## config.mk

```make
export PLATFORM = sky130hd
export DESIGN_NAME = conv2d_engine_flat
export DESIGN_NICKNAME = d
export VERILOG_FILES = /design/src/rtl/conv2d_engine_if.sv /design/src/rtl/conv2d_engine.sv /design/src/flat_wrapper.sv
export SDC_FILE = /design/constraint.sdc
export NUM_CORES = 1
export LEC_CHECK = 0
export CAP_MARGIN = 5
export CELL_PAD_IN_SITES_DETAIL_PLACEMENT = 1
export CELL_PAD_IN_SITES_GLOBAL_PLACEMENT = 1
export CORE_ASPECT_RATIO = 1.5
export CORE_MARGIN = 2
export CORE_UTILIZATION = 49
export DETAILED_ROUTE_END_ITERATION = 8
export GPL_TIMING_DRIVEN = 0
export PLACE_DENSITY_LB_ADDON = 0.1
export SLEW_MARGIN = 25
export SYNTH_ARGS = -nofsm -noshare
export SYNTH_HDL_FRONTEND = slang
export SYNTH_SLANG_ARGS = --single-unit
```

## constraint.sdc

```tcl
create_clock -name clk -period 8.9 [get_ports clk]
set_input_delay 1.78 -clock clk [delete_from_list [all_inputs] [get_ports clk]]
set_output_delay 1.78 -clock clk [all_outputs]
set_load 0.03 [all_outputs]
```

## src/rtl/conv2d_engine_if.sv

```systemverilog
// Bus bundle between conv2d_engine and its layer sequencer / memories.
// slave is the engine side; master is the sequencer and memory side.
interface conv2d_engine_if #(
    parameter int IMG_W  = 28,
    parameter int IMG_H  = 28,
    parameter int K      = 3,
    parameter int NUM_CH = 4,
    parameter int DATA_W = 8
);
    localparam int IN_AW  = (IMG_W * IMG_H > 1) ? $clog2(IMG_W * IMG_H) : 1;
    localparam int W_AW   = (NUM_CH * K * K > 1) ? $clog2(NUM_CH * K * K) : 1;
    localparam int B_AW   = (NUM_CH > 1) ? $clog2(NUM_CH) : 1;
    localparam int N_OUT  = NUM_CH * (IMG_H - K + 1) * (IMG_W - K + 1);
    localparam int OUT_AW = (N_OUT > 1) ? $clog2(N_OUT) : 1;

    logic              start;
    logic              busy;
    logic              done;
    logic [IN_AW-1:0]  in_addr;
    logic [DATA_W-1:0] in_data;
    logic [W_AW-1:0]   w_addr;
    logic [DATA_W-1:0] w_data;
    logic [B_AW-1:0]   b_addr;
    logic [DATA_W-1:0] b_data;
    logic              out_we;
    logic [OUT_AW-1:0] out_addr;
    logic [DATA_W-1:0] out_data;

    modport slave (
        input  start, in_data, w_data, b_data,
        output busy, done, in_addr, w_addr, b_addr, out_we, out_addr, out_data
    );

    modport master (
        output start, in_data, w_data, b_data,
        input  busy, done, in_addr, w_addr, b_addr, out_we, out_addr, out_data
    );
endinterface

```

## src/rtl/conv2d_engine.sv

```systemverilog
// Stride-1, no-padding 2-D convolution of one plane with NUM_CH KxK kernels,
// followed by per-channel bias, arithmetic shift, optional ReLU and saturation.
module conv2d_engine #(
    parameter int IMG_W   = 28,
    parameter int IMG_H   = 28,
    parameter int K       = 3,
    parameter int NUM_CH  = 4,
    parameter int DATA_W  = 8,
    parameter int ACC_W   = 24,
    parameter int SHIFT   = 0,
    parameter int RELU_EN = 1
) (
    input  logic           clk,
    input  logic           reset,
    conv2d_engine_if.slave bus
);
    localparam int OH     = IMG_H - K + 1;
    localparam int OW     = IMG_W - K + 1;
    localparam int IN_AW  = (IMG_W * IMG_H > 1) ? $clog2(IMG_W * IMG_H) : 1;
    localparam int W_AW   = (NUM_CH * K * K > 1) ? $clog2(NUM_CH * K * K) : 1;
    localparam int B_AW   = (NUM_CH > 1) ? $clog2(NUM_CH) : 1;
    localparam int OUT_AW = (NUM_CH * OH * OW > 1) ? $clog2(NUM_CH * OH * OW) : 1;
    localparam int MAXD_A = (IMG_W > IMG_H) ? IMG_W : IMG_H;
    localparam int MAXD   = (MAXD_A > NUM_CH) ? MAXD_A : NUM_CH;
    localparam int CW     = $clog2(MAXD + 1);

    localparam logic [CW-1:0] ONE     = CW'(1);
    localparam logic [CW-1:0] ZERO    = CW'(0);
    localparam logic [CW-1:0] K_LAST  = CW'(K - 1);
    localparam logic [CW-1:0] OW_LAST = CW'(OW - 1);
    localparam logic [CW-1:0] OH_LAST = CW'(OH - 1);
    localparam logic [CW-1:0] CH_LAST = CW'(NUM_CH - 1);

    localparam logic signed [ACC_W-1:0] SAT_MAX = ACC_W'((2 ** (DATA_W - 1)) - 1);
    localparam logic signed [ACC_W-1:0] SAT_MIN = ~SAT_MAX;

    typedef enum logic [2:0] {
        S_IDLE  = 3'd0,
        S_MAC   = 3'd1,
        S_DRAIN = 3'd2,
        S_WRITE = 3'd3,
        S_DONE  = 3'd4
    } state_t;

    // Shift, optional ReLU, then clamp into the signed DATA_W output range.
    function automatic logic [DATA_W-1:0] post_proc(input logic signed [ACC_W-1:0] acc);
        logic signed [ACC_W-1:0] v;
        logic [DATA_W-1:0]       res;
        v = acc >>> SHIFT;
        if ((RELU_EN != 0) && v[ACC_W-1]) begin
            v = {ACC_W{1'b0}};
        end else begin
            v = v;
        end
        if (v > SAT_MAX) begin
            res = SAT_MAX[DATA_W-1:0];
        end else if (v < SAT_MIN) begin
            res = SAT_MIN[DATA_W-1:0];
        end else begin
            res = v[DATA_W-1:0];
        end
        return res;
    endfunction

    state_t                  state_q, state_d;
    logic [CW-1:0]           ch_q, ch_d, r_q, r_d, c_q, c_d, ky_q, ky_d, kx_q, kx_d;
    logic signed [ACC_W-1:0] acc_q, acc_d;
    logic                    busy_q, busy_d, done_q, done_d, out_we_q, out_we_d;
    logic [IN_AW-1:0]        in_addr_q, in_addr_d;
    logic [W_AW-1:0]         w_addr_q, w_addr_d;
    logic [B_AW-1:0]         b_addr_q, b_addr_d;
    logic [OUT_AW-1:0]       out_addr_q, out_addr_d;
    logic [DATA_W-1:0]       out_data_q, out_data_d;

    logic signed [2*DATA_W-1:0] pix_x_s, wgt_x_s, prod_s;
    logic signed [ACC_W-1:0]    prod_ext_s, bias_ext_s;

    assign pix_x_s    = {{DATA_W{bus.in_data[DATA_W-1]}}, bus.in_data};
    assign wgt_x_s    = {{DATA_W{bus.w_data[DATA_W-1]}}, bus.w_data};
    assign prod_s     = pix_x_s * wgt_x_s;
    assign prod_ext_s = {{(ACC_W-2*DATA_W){prod_s[2*DATA_W-1]}}, prod_s};
    assign bias_ext_s = {{(ACC_W-DATA_W){bus.b_data[DATA_W-1]}}, bus.b_data};

    // Sequencing, accumulation, and next values of every registered output.
    always_comb begin
        state_d = state_q;
        ch_d    = ch_q;
        r_d     = r_q;
        c_d     = c_q;
        ky_d    = ky_q;
        kx_d    = kx_q;
        acc_d   = acc_q;
        case (state_q)
            S_IDLE: begin
                if (bus.start) begin
                    state_d = S_MAC;
                    ch_d = ZERO; r_d = ZERO; c_d = ZERO; ky_d = ZERO; kx_d = ZERO;
                end else begin
                    state_d = S_IDLE;
                end
            end
            S_MAC: begin
                // Data arriving on the first tap belongs to the previous pixel's WRITE cycle.
                if ((ky_q == ZERO) && (kx_q == ZERO)) begin
                    acc_d = {ACC_W{1'b0}};
                end else begin
                    acc_d = acc_q + prod_ext_s;
                end
                if (kx_q != K_LAST) begin
                    kx_d = kx_q + ONE;
                end else if (ky_q != K_LAST) begin
                    kx_d = ZERO;
                    ky_d = ky_q + ONE;
                end else begin
                    kx_d = ZERO;
                    ky_d = ZERO;
                    state_d = S_DRAIN;
                end
            end
            S_DRAIN: begin
                acc_d   = acc_q + prod_ext_s + bias_ext_s;
                state_d = S_WRITE;
            end
            S_WRITE: begin
                state_d = S_MAC;
                if (c_q != OW_LAST) begin
                    c_d = c_q + ONE;
                end else if (r_q != OH_LAST) begin
                    c_d = ZERO;
                    r_d = r_q + ONE;
                end else if (ch_q != CH_LAST) begin
                    c_d = ZERO;
                    r_d = ZERO;
                    ch_d = ch_q + ONE;
                end else begin
                    c_d = ZERO;
                    r_d = ZERO;
                    ch_d = ZERO;
                    state_d = S_DONE;
                end
            end
            S_DONE: begin
                state_d = S_IDLE;
            end
            default: begin
                state_d = S_IDLE;
            end
        endcase

        busy_d   = (state_d == S_MAC) || (state_d == S_DRAIN) || (state_d == S_WRITE);
        done_d   = (state_d == S_DONE);
        out_we_d = (state_d == S_WRITE);
        b_addr_d = B_AW'(ch_d);
        if (state_d == S_MAC) begin
            in_addr_d = IN_AW'((int'(r_d) + int'(ky_d)) * IMG_W + int'(c_d) + int'(kx_d));
            w_addr_d  = W_AW'(int'(ch_d) * K * K + int'(ky_d) * K + int'(kx_d));
        end else begin
            in_addr_d = {IN_AW{1'b0}};
            w_addr_d  = {W_AW{1'b0}};
        end
        if (state_d == S_WRITE) begin
            out_addr_d = OUT_AW'(int'(ch_d) * OH * OW + int'(r_d) * OW + int'(c_d));
            out_data_d = post_proc(acc_d);
        end else begin
            out_addr_d = {OUT_AW{1'b0}};
            out_data_d = {DATA_W{1'b0}};
        end
    end

    // State, counters, accumulator and output registers.
    always_ff @(posedge clk or posedge reset) begin
        if (reset) begin
            state_q    <= S_IDLE;
            ch_q       <= ZERO;
            r_q        <= ZERO;
            c_q        <= ZERO;
            ky_q       <= ZERO;
            kx_q       <= ZERO;
            acc_q      <= {ACC_W{1'b0}};
            busy_q     <= 1'b0;
            done_q     <= 1'b0;
            out_we_q   <= 1'b0;
            in_addr_q  <= {IN_AW{1'b0}};
            w_addr_q   <= {W_AW{1'b0}};
            b_addr_q   <= {B_AW{1'b0}};
            out_addr_q <= {OUT_AW{1'b0}};
            out_data_q <= {DATA_W{1'b0}};
        end else begin
            state_q    <= state_d;
            ch_q       <= ch_d;
            r_q        <= r_d;
            c_q        <= c_d;
            ky_q       <= ky_d;
            kx_q       <= kx_d;
            acc_q      <= acc_d;
            busy_q     <= busy_d;
            done_q     <= done_d;
            out_we_q   <= out_we_d;
            in_addr_q  <= in_addr_d;
            w_addr_q   <= w_addr_d;
            b_addr_q   <= b_addr_d;
            out_addr_q <= out_addr_d;
            out_data_q <= out_data_d;
        end
    end

    assign bus.busy     = busy_q;
    assign bus.done     = done_q;
    assign bus.out_we   = out_we_q;
    assign bus.in_addr  = in_addr_q;
    assign bus.w_addr   = w_addr_q;
    assign bus.b_addr   = b_addr_q;
    assign bus.out_addr = out_addr_q;
    assign bus.out_data = out_data_q;
endmodule

```

## src/flat_wrapper.sv

```systemverilog
// flat-port wrapper written by rule: the top's interface ports become plain ports
module conv2d_engine_flat 
#(
    parameter int IMG_W   = 28,
    parameter int IMG_H   = 28,
    parameter int K       = 3,
    parameter int NUM_CH  = 4,
    parameter int DATA_W  = 8,
    parameter int ACC_W   = 24,
    parameter int SHIFT   = 0,
    parameter int RELU_EN = 1
)
  (clk, reset, bus_start, bus_in_data, bus_w_data, bus_b_data, bus_busy, bus_done, bus_in_addr, bus_w_addr, bus_b_addr, bus_out_we, bus_out_addr, bus_out_data);
  conv2d_engine_if #(.IMG_W(IMG_W), .IMG_H(IMG_H), .K(K), .NUM_CH(NUM_CH), .DATA_W(DATA_W)) bus_i ();
  input  logic clk;
  input  logic reset;
  input wire logic [$bits(bus_i.start)-1:0] bus_start;
  input wire logic [$bits(bus_i.in_data)-1:0] bus_in_data;
  input wire logic [$bits(bus_i.w_data)-1:0] bus_w_data;
  input wire logic [$bits(bus_i.b_data)-1:0] bus_b_data;
  output wire logic [$bits(bus_i.busy)-1:0] bus_busy;
  output wire logic [$bits(bus_i.done)-1:0] bus_done;
  output wire logic [$bits(bus_i.in_addr)-1:0] bus_in_addr;
  output wire logic [$bits(bus_i.w_addr)-1:0] bus_w_addr;
  output wire logic [$bits(bus_i.b_addr)-1:0] bus_b_addr;
  output wire logic [$bits(bus_i.out_we)-1:0] bus_out_we;
  output wire logic [$bits(bus_i.out_addr)-1:0] bus_out_addr;
  output wire logic [$bits(bus_i.out_data)-1:0] bus_out_data;
  assign bus_i.start = bus_start;
  assign bus_i.in_data = bus_in_data;
  assign bus_i.w_data = bus_w_data;
  assign bus_i.b_data = bus_b_data;
  assign bus_busy = bus_i.busy;
  assign bus_done = bus_i.done;
  assign bus_in_addr = bus_i.in_addr;
  assign bus_w_addr = bus_i.w_addr;
  assign bus_b_addr = bus_i.b_addr;
  assign bus_out_we = bus_i.out_we;
  assign bus_out_addr = bus_i.out_addr;
  assign bus_out_data = bus_i.out_data;
  conv2d_engine #(.IMG_W(IMG_W), .IMG_H(IMG_H), .K(K), .NUM_CH(NUM_CH), .DATA_W(DATA_W), .ACC_W(ACC_W), .SHIFT(SHIFT), .RELU_EN(RELU_EN)) u_core (.clk(clk), .reset(reset), .bus(bus_i));
endmodule
```

==> results of run 1 <==
registers in the layout, indices dropped and copies added, names as in the netlist:
register             flops
u_core.acc_q            24
u_core.bus.out_addr     12
u_core.bus.in_addr      10
u_core.bus.out_data      8
u_core.bus.w_addr        6
u_core.c_q               5
u_core.ch_q              5
u_core.kx_q              5
u_core.ky_q              5
u_core.r_q               5
u_core.state_q           3
u_core.bus.busy          1
u_core.bus.done          1
u_core.bus.out_we        1
worst max-delay path: cells and delay by family:
| family | cells | cell delay [ns] |
|---|---|---|
| buffers and inverters | 3 | 0.73 |
| and+or+nand+nor | 3 | 0.55 |
| xor gates and xnor gates | 2 | 0.35 |
| AOI/OAI and AO/OA | 10 | 2.26 |
| adders and majority gates | 7 | 3.22 |
layer usage:
| metal | up-vias | track usage (%) |
|---|---|---|
| li1 | 4540 | - |
| met1 | 4789 | 24.8 |
| met2 | 99 | 53.2 |
| met3 | 45 | 2.22 |
| met4 | 0 | 9.51 |
| met5 | - | 0 |
cell families (layout without fill, tap and decap cells):
family	count (synthesis)	count (layout)
other	1	1
AOI/OAI and AO/OA	270	270
buffers and inverters	223	324
adders and majority gates	326	326
muxes	4	4
and+or+nand+nor	291	291
DFF	91	91
xor gates and xnor gates	92	92
cell usage after synthesis (4+ instances only):
cell,n,area (um^2)
a211oi_1,7,52.6
a21o_1,28,210
a21oi_1,69,345
a221o_2,4,45.0
a22o_1,6,52.6
a22oi_1,7,52.6
a31oi_1,5,31.3
and2_1,52,325
and3_1,6,37.5
buf_6,7,78.8
clkbuf_1,14,52.6
dfrtp_1,91,2280
fa_1,141,2820
ha_1,185,2310
inv_1,196,736
nand2_1,83,312
nand2b_1,16,100
nand3_1,14,70.1
nand4_1,11,68.8
nor2_1,57,214
nor2b_1,13,81.3
nor3_1,15,75.1
o211a_1,5,50.1
o211ai_1,7,52.6
o21a_1,10,75.1
o21ai_0,54,270
o21ai_1,6,30.0
o21bai_1,12,90.1
o221ai_1,4,35.0
o31a_1,5,43.8
o31ai_1,8,60.1
xnor2_1,72,631
xor2_1,20,175
what timing repair did:
| item | 4_1_cts | 5_1_grt |
|---|---|---|
| hold buffers | 0 | 0 |
| pin swaps | 6 | 22 |
| resized for setup | 35 | 41 |
| setup buffers | 9 | 9 |
| setup endpoints to repair | 13 | 8 |
how the worst max path moves through the flow:
stage | cells past startpoint | end | slack, ns
final | 25 | u_core.bus.out_data[4] | 0.23
after global routing | 23 | u_core.bus.out_data[4] | -0.03
after CTS | 24 | u_core.bus.out_data[4] | 0.001
after detailed placement | 26 | u_core.bus.out_data[0] | -1.91
after global placement | 26 | u_core.bus.out_data[3] | -1.83
after floorplan | 25 | u_core.bus.out_data[0] | 0.07
layout make-up:
class | count | area, um^2
fill | 2845 | 10900
multi-input combinational | 984 | 9570
sequential | 91 | 2280
timing repair buffer | 87 | 810
inverter | 197 | 762
tap | 328 | 410
clock buffer | 13 | 260
buffer | 25 | 158
clock inverter | 2 | 35.0
per-stage QoR:
stage	setup slack (ns)	hold slack (ns)	setup TNS, ns	instances
floorplan	0.0708	0.473	0	1298
global placement	-1.83	0.513	-17.20	1692
detailed placement	-1.91	0.548	-18.21	1695
CTS	0.00148	0.564	0	1718
global route	-0.0344	0.596	-0.125	1727
finish	0.230	0.552	0	1727
==> summary.md, run 1 <==
| Metric | Value |
|---|---|
| Iteration-0 DRC Markers | 325 |
| Die area | 26900 um^2 |
| Routed met3 length | 460 um |
| Post-route ant nets | 0 |
| Routed WL per cell | 18.6 um |
| Vias | 9473 |
| Grt ovf | 0 |
| Std cell rows | 71 |
| Global-route wire length before repair | 53200 um |
| Post-synthesis xor/xnor area fraction | 6.43% |
| HPWL Detailed | 27300 um |
| Slew Limit Fails | 0 |
| Number of buffers created by CTS | 9 |
| Hold path depth | 2 |
| Via density | 5.49 |
| Yosys warnings | 0 |
| FF-to-FF End | u_core.bus.out_addr[11] |
| Pin count of the biggest net entering global routing | 61 |
| Netlist cell types | 80 |
| Initial Utilization | 49.9% |
| Syn avg cell area | 9.66 um^2 |
| DRC Markers | 0 |
| Main synth FF type | dfrtp_1 |
| Final min period | 8.67 ns |
| Clock Path Buffers | 2 |
| Synth Area in Compound Gates | 14.9% |
| Final Cell Area | 14300 um^2 |
| CTS Root Cell | clkbuf_16 |
| Crit-path max FO | 7 |
| Final net count | 1748 |
| Worst-case reg-to-reg path depth | 28 |
| HP Start | u_core.acc_q[23] |
| Share of layout cells above drive strength 1 | 8.93% |
| Most used cell, CP | fa_1 |
| Leading cell type in the layout, fill and taps excluded | inv_1 |
| Critical Path Sink Type | register |
| Worst R2R Start | u_core.c_q[1] |
| Setup violators final | 0 |
| Slowest-stage cell, CP | fa_1 |
| Synthesized-area fraction occupied by adder cells | 41.0% |
| Critical Path AT | 8.91 ns |
| Synth async-reset ratio | 100% |
| Cell Area, Synth | 12500 um^2 |
| Core ar. | 25100 um^2 |
| WHS Endpoint | u_core.acc_q[23] |
| Hold WC Path Type | reg2reg |
| Tot GR Track Use | 25.3% |
| Initial DRT Pass Iterations | 4 |
| Fin util | 56.8% |
| H-tree depth | 3 |
| # port buffers | 66 |
| Setup crit start kind | input port |
| Diodes inserted | 0 |
| Die Y | 200 um |
| Status | finished clean |
| #FFs+latches synth | 91 |
| Post-Syn Instances | 1298 |
| Chip width | 135 um |
| Post-synthesis mux area share | 0.329% |
| Vias in the first global route | 10.9k |
| Worst-Margin Slew | 1.05 ns |
| Simple-Gate Fraction of Synth Area | 12.0% |
| Met1 WL | 11300 um |
| Top Metal Used | met4 |
| CP startpoint | bus_w_data[7] |
| Worst endpoint required time | 9.14 ns |
| Gpl congestion | 0.866 |
| CTS tree | built |
| Seq/Total Area, Yosys | 18.2% |
| Routed WL | 32000 um |
| Layout Skew | 0.0116 ns |
| Clock sink count | 91 |
| Placed cell area | 13700 um^2 |
| I/O pin cnt | 68 |
| DR WL met2 | 19200 um |
| Clock latency on the worst-skew pair | 0.36 ns |
| Largest family of logic cells by synthesized area | adder cells |
| Setup CP Type | in2reg |
| Slew headroom | 29.1% |
| Area growth from synthesis to layout | 14.0% |
| Reg2reg setup slack | 1.70 ns |
| Period utilisation layout | 97.4% |
| Initial antenna violation count | 0 |
| Achievable Freq | 115 MHz |
| Number of flops mapped to enable cells by yosys | 0 |
| Hold Vio Cnt, Final | 0 |
| Commonest cells after routing, fill and taps aside | inv_1 (191), ha_1 (178), fa_1 (139) |
| Total of max-cap violations | 0 |
| CP peak stage delay | 0.59 ns |
| Clock transition at path regs | 0.06 ns |
| Syn nets | 1651 |
Power of run 1 is not shown: default switching activity piles up to over one toggle a cycle in this logic, so the estimate is an artifact.
==> run 2: changes to the inputs <==
--- a/config.mk
+++ b/config.mk
@@ -11,10 +11,11 @@
 export CORE_ASPECT_RATIO = 1.5
 export CORE_MARGIN = 2
 export CORE_UTILIZATION = 49
+export CTS_CLUSTER_SIZE = 25
 export DETAILED_ROUTE_END_ITERATION = 8
 export GPL_TIMING_DRIVEN = 0
 export PLACE_DENSITY_LB_ADDON = 0.1
-export SLEW_MARGIN = 25
+export SLEW_MARGIN = 20
 export SYNTH_ARGS = -nofsm -noshare
 export SYNTH_HDL_FRONTEND = slang
 export SYNTH_SLANG_ARGS = --single-unit
==> run 2 against run 1 <==
  * Via count up 0.19%
  * Routed wire length up 0.45%
  * Non-clock buffer count is 1 lower
==> summary.md, run 2 (synthesized netlist as in run 1, its figures left out) <==
| Metric | Value |
|---|---|
| Status | finished clean |
| Slowest-stage cell, CP | fa_1 |
| Hold Vio Cnt, Final | 0 (unchanged) |
| Top reg by flops | u_core.acc_q |
| Critical Path AT | 8.90 ns (about the same) |
| Post-route setup TNS | 0 ns (unchanged) |
| Die area | 26900 um^2 (unchanged) |
| Placed insts | 1695 (unchanged) |
| Total of max-cap violations | 0 (unchanged) |
| HPWL Detailed | 27300 um (+0.18%) |
| Pin count of the biggest net entering global routing | 61 (unchanged) |
| FF-to-FF End | u_core.bus.out_addr[11] |
| # port buffers | 66 (unchanged) |
| Clock Path Buffers | 2 (unchanged) |
| Top Metal Used | met4 |
| Via density | 5.50 (+0.25%) |
| Clock latency on the worst-skew pair | 0.36 ns (about the same) |
| CP peak stage delay | 0.59 ns (about the same) |
| Std cell rows | 71 (unchanged) |
| Placed cell area | 13700 um^2 (about the same) |
| Worst-case reg-to-reg path depth | 28 (unchanged) |
| Final net count | 1747 (-0.057%) |
| Core ar. | 25100 um^2 (unchanged) |
| Diodes inserted | 0 (unchanged) |
| Global-route wire length before repair | 53300 um (+0.23%) |
| Grt ovf | 0 (unchanged) |
| DRC Markers | 0 (unchanged) |
| CTS Root Cell | clkbuf_16 |
| WHS Endpoint | u_core.acc_q[23] |
| Commonest cells after routing, fill and taps aside | inv_1 (191), ha_1 (177), fa_1 (139) |
| Critical Path Sink Type | register |
| Initial antenna violation count | 0 (unchanged) |
| Gpl congestion | 0.866 (unchanged) |
| CTS tree | built |
| Vias in the first global route | 10.8k (-0.59%) |
| Hold WS | 0.551 ns (-0.000911 ns) |
| Hold WC Path Type | reg2reg |
| Clock sink count | 91 (unchanged) |
| DR WL met2 | 19400 um (+0.76%) |
| Hold path depth | 2 (unchanged) |
| Vias | 9491 (+0.19%) |
| Initial DRT Pass Iterations | 4 (unchanged) |
| Top delay family on crit path | adder cells |
| Met1 WL | 11400 um (+0.81%) |
| Layout fillers | 2853 (+0.28%) |
| Critical path buffer and inverter count | 3 (unchanged) |
| Largest register FFs | 24 (unchanged) |
| Area growth from synthesis to layout | 13.9% (about the same) |
| Slew headroom | 27.4% (-1.7 points) |
| Iteration-0 DRC Markers | 393 (+21%) |
| Number of buffers created by CTS | 9 (unchanged) |
| Routed WL per cell | 18.6 um (+0.50%) |
| H-tree depth | 3 (unchanged) |
| Setup CP Type | in2reg |
| Layout Skew | 0.00831 ns (-0.00328 ns) |
| Share of layout cells above drive strength 1 | 8.94% (about the same) |
| Setup violators final | 0 (unchanged) |
| Crit-path max FO | 8 (+1) |
| Worst R2R Start | u_core.c_q[1] |
| Routed WL | 32200 um (+0.45%) |
| HP Start | u_core.acc_q[23] |
| I/O pin cnt | 68 (unchanged) |
| Post-route ant nets | 0 (unchanged) |
| Final min period | 8.61 ns (-0.0632 ns) |
| Final Instance Count excl. Fillers | 1726 (-0.058%) |
| Chip width | 135 um (unchanged) |
| Achievable Freq | 116 MHz (+0.73%) |
| Reg2reg setup slack | 1.74 ns (+0.04 ns) |
| Clock transition at path regs | 0.06 ns (about the same) |
| Worst-Margin Slew | 1.08 ns (+0.0257 ns) |
| Most used cell, CP | fa_1 |
| Worst endpoint required time | 9.19 ns (+0.05 ns) |
| Leading cell type in the layout, fill and taps excluded | inv_1 |
| Tot GR Track Use | 25.4% (+0.12 points) |
| Crit-path cells | clkdlybuf4s50_1 > inv_4 > fa_1 > inv_1 > fa_1 > fa_1 > fa_1 > fa_1 > ha_4 > o211a_1 > o31a_1 > o211a_4 > o41ai_4 > xnor2_2 > ha_1 > a21oi_2 > o21ai_2 > a211oi_2 > a211oi_1 > o311a_1 > a2111oi_4 > xnor2_2 > and2_4 > o21a_1 |
| Period utilisation layout | 96.7% (-0.71 points) |
| Hold_buf cts | 0 (unchanged) |
| Routed met3 length | 399 um (-13%) |
| Setup crit start kind | input port |
| Initial Utilization | 49.9% (unchanged) |
| Slew Limit Fails | 0 (unchanged) |
| Die Y | 200 um (unchanged) |
| Final Cell Area | 14300 um^2 (about the same) |
## run 2: worst max path at each step
| stage | from | to | depth (start not counted) |
|---|---|---|---|
| global placement | bus_in_data[7] | u_core.bus.out_data[3] | 26 |
| floorplan | bus_in_data[7] | u_core.bus.out_data[0] | 25 |
| global route | bus_in_data[7] | u_core.bus.out_data[0] | 27 |
| CTS | bus_w_data[4] | u_core.bus.out_data[0] | 25 |
| detailed placement | bus_in_data[7] | u_core.bus.out_data[0] | 26 |
| finish | bus_w_data[7] | u_core.bus.out_data[0] | 24 |
## run 2: worst reg2reg max path, delay by kind of cell (launching register included)
| family | cells | cell delay (ns) |
|---|---|---|
| xor+xnor | 2 | 0.29 |
| compound gates | 6 | 1.07 |
| buf+inv | 6 | 1.09 |
| simple gates | 4 | 0.58 |
| fa+ha+maj | 10 | 3.58 |
| flops | 1 | 0.40 |
## run 2: through the flow
stage / utilization, % / setup slack [ns]
global route: 56.8 / -0.0246
detailed placement: 54.4 / -1.91
CTS: 56.0 / 0.00738
global placement: 54.1 / -1.83
finish: 56.8 / 0.293
floorplan: - / 0.0708
## run 2: area by class of cell
| type | count | area (um^2) | share of cell area [%] |
|---|---|---|---|
| buffer | 25 | 158 | 1.10 |
| clock buffer | 13 | 260 | 1.82 |
| clock inverter | 2 | 35.0 | 0.245 |
| inverter | 197 | 762 | 5.34 |
| multi-input combinational | 984 | 9570 | 67.0 |
| sequential | 91 | 2280 | 16.0 |
| tap | 328 | 410 | 2.88 |
| timing repair buffer | 86 | 803 | 5.63 |
## run 2: what timing repair did
item                                    CTS  global route
buffers inserted                          7            10
pin swaps                                 7            23
endpoints found under the setup margin   14             8
resized for setup                        37            42
## run 2: metal layers
| metal | global-route usage [%] | vias up |
|---|---|---|
| met3 | 2.12 | 43 |
| met1 | 24.9 | 4834 |
| met2 | 53.9 | 76 |
| met4 | 9.04 | 0 |
| li1 | - | 4538 |
| met5 | 0 | - |
Power of run 2 is left out for the same reason.
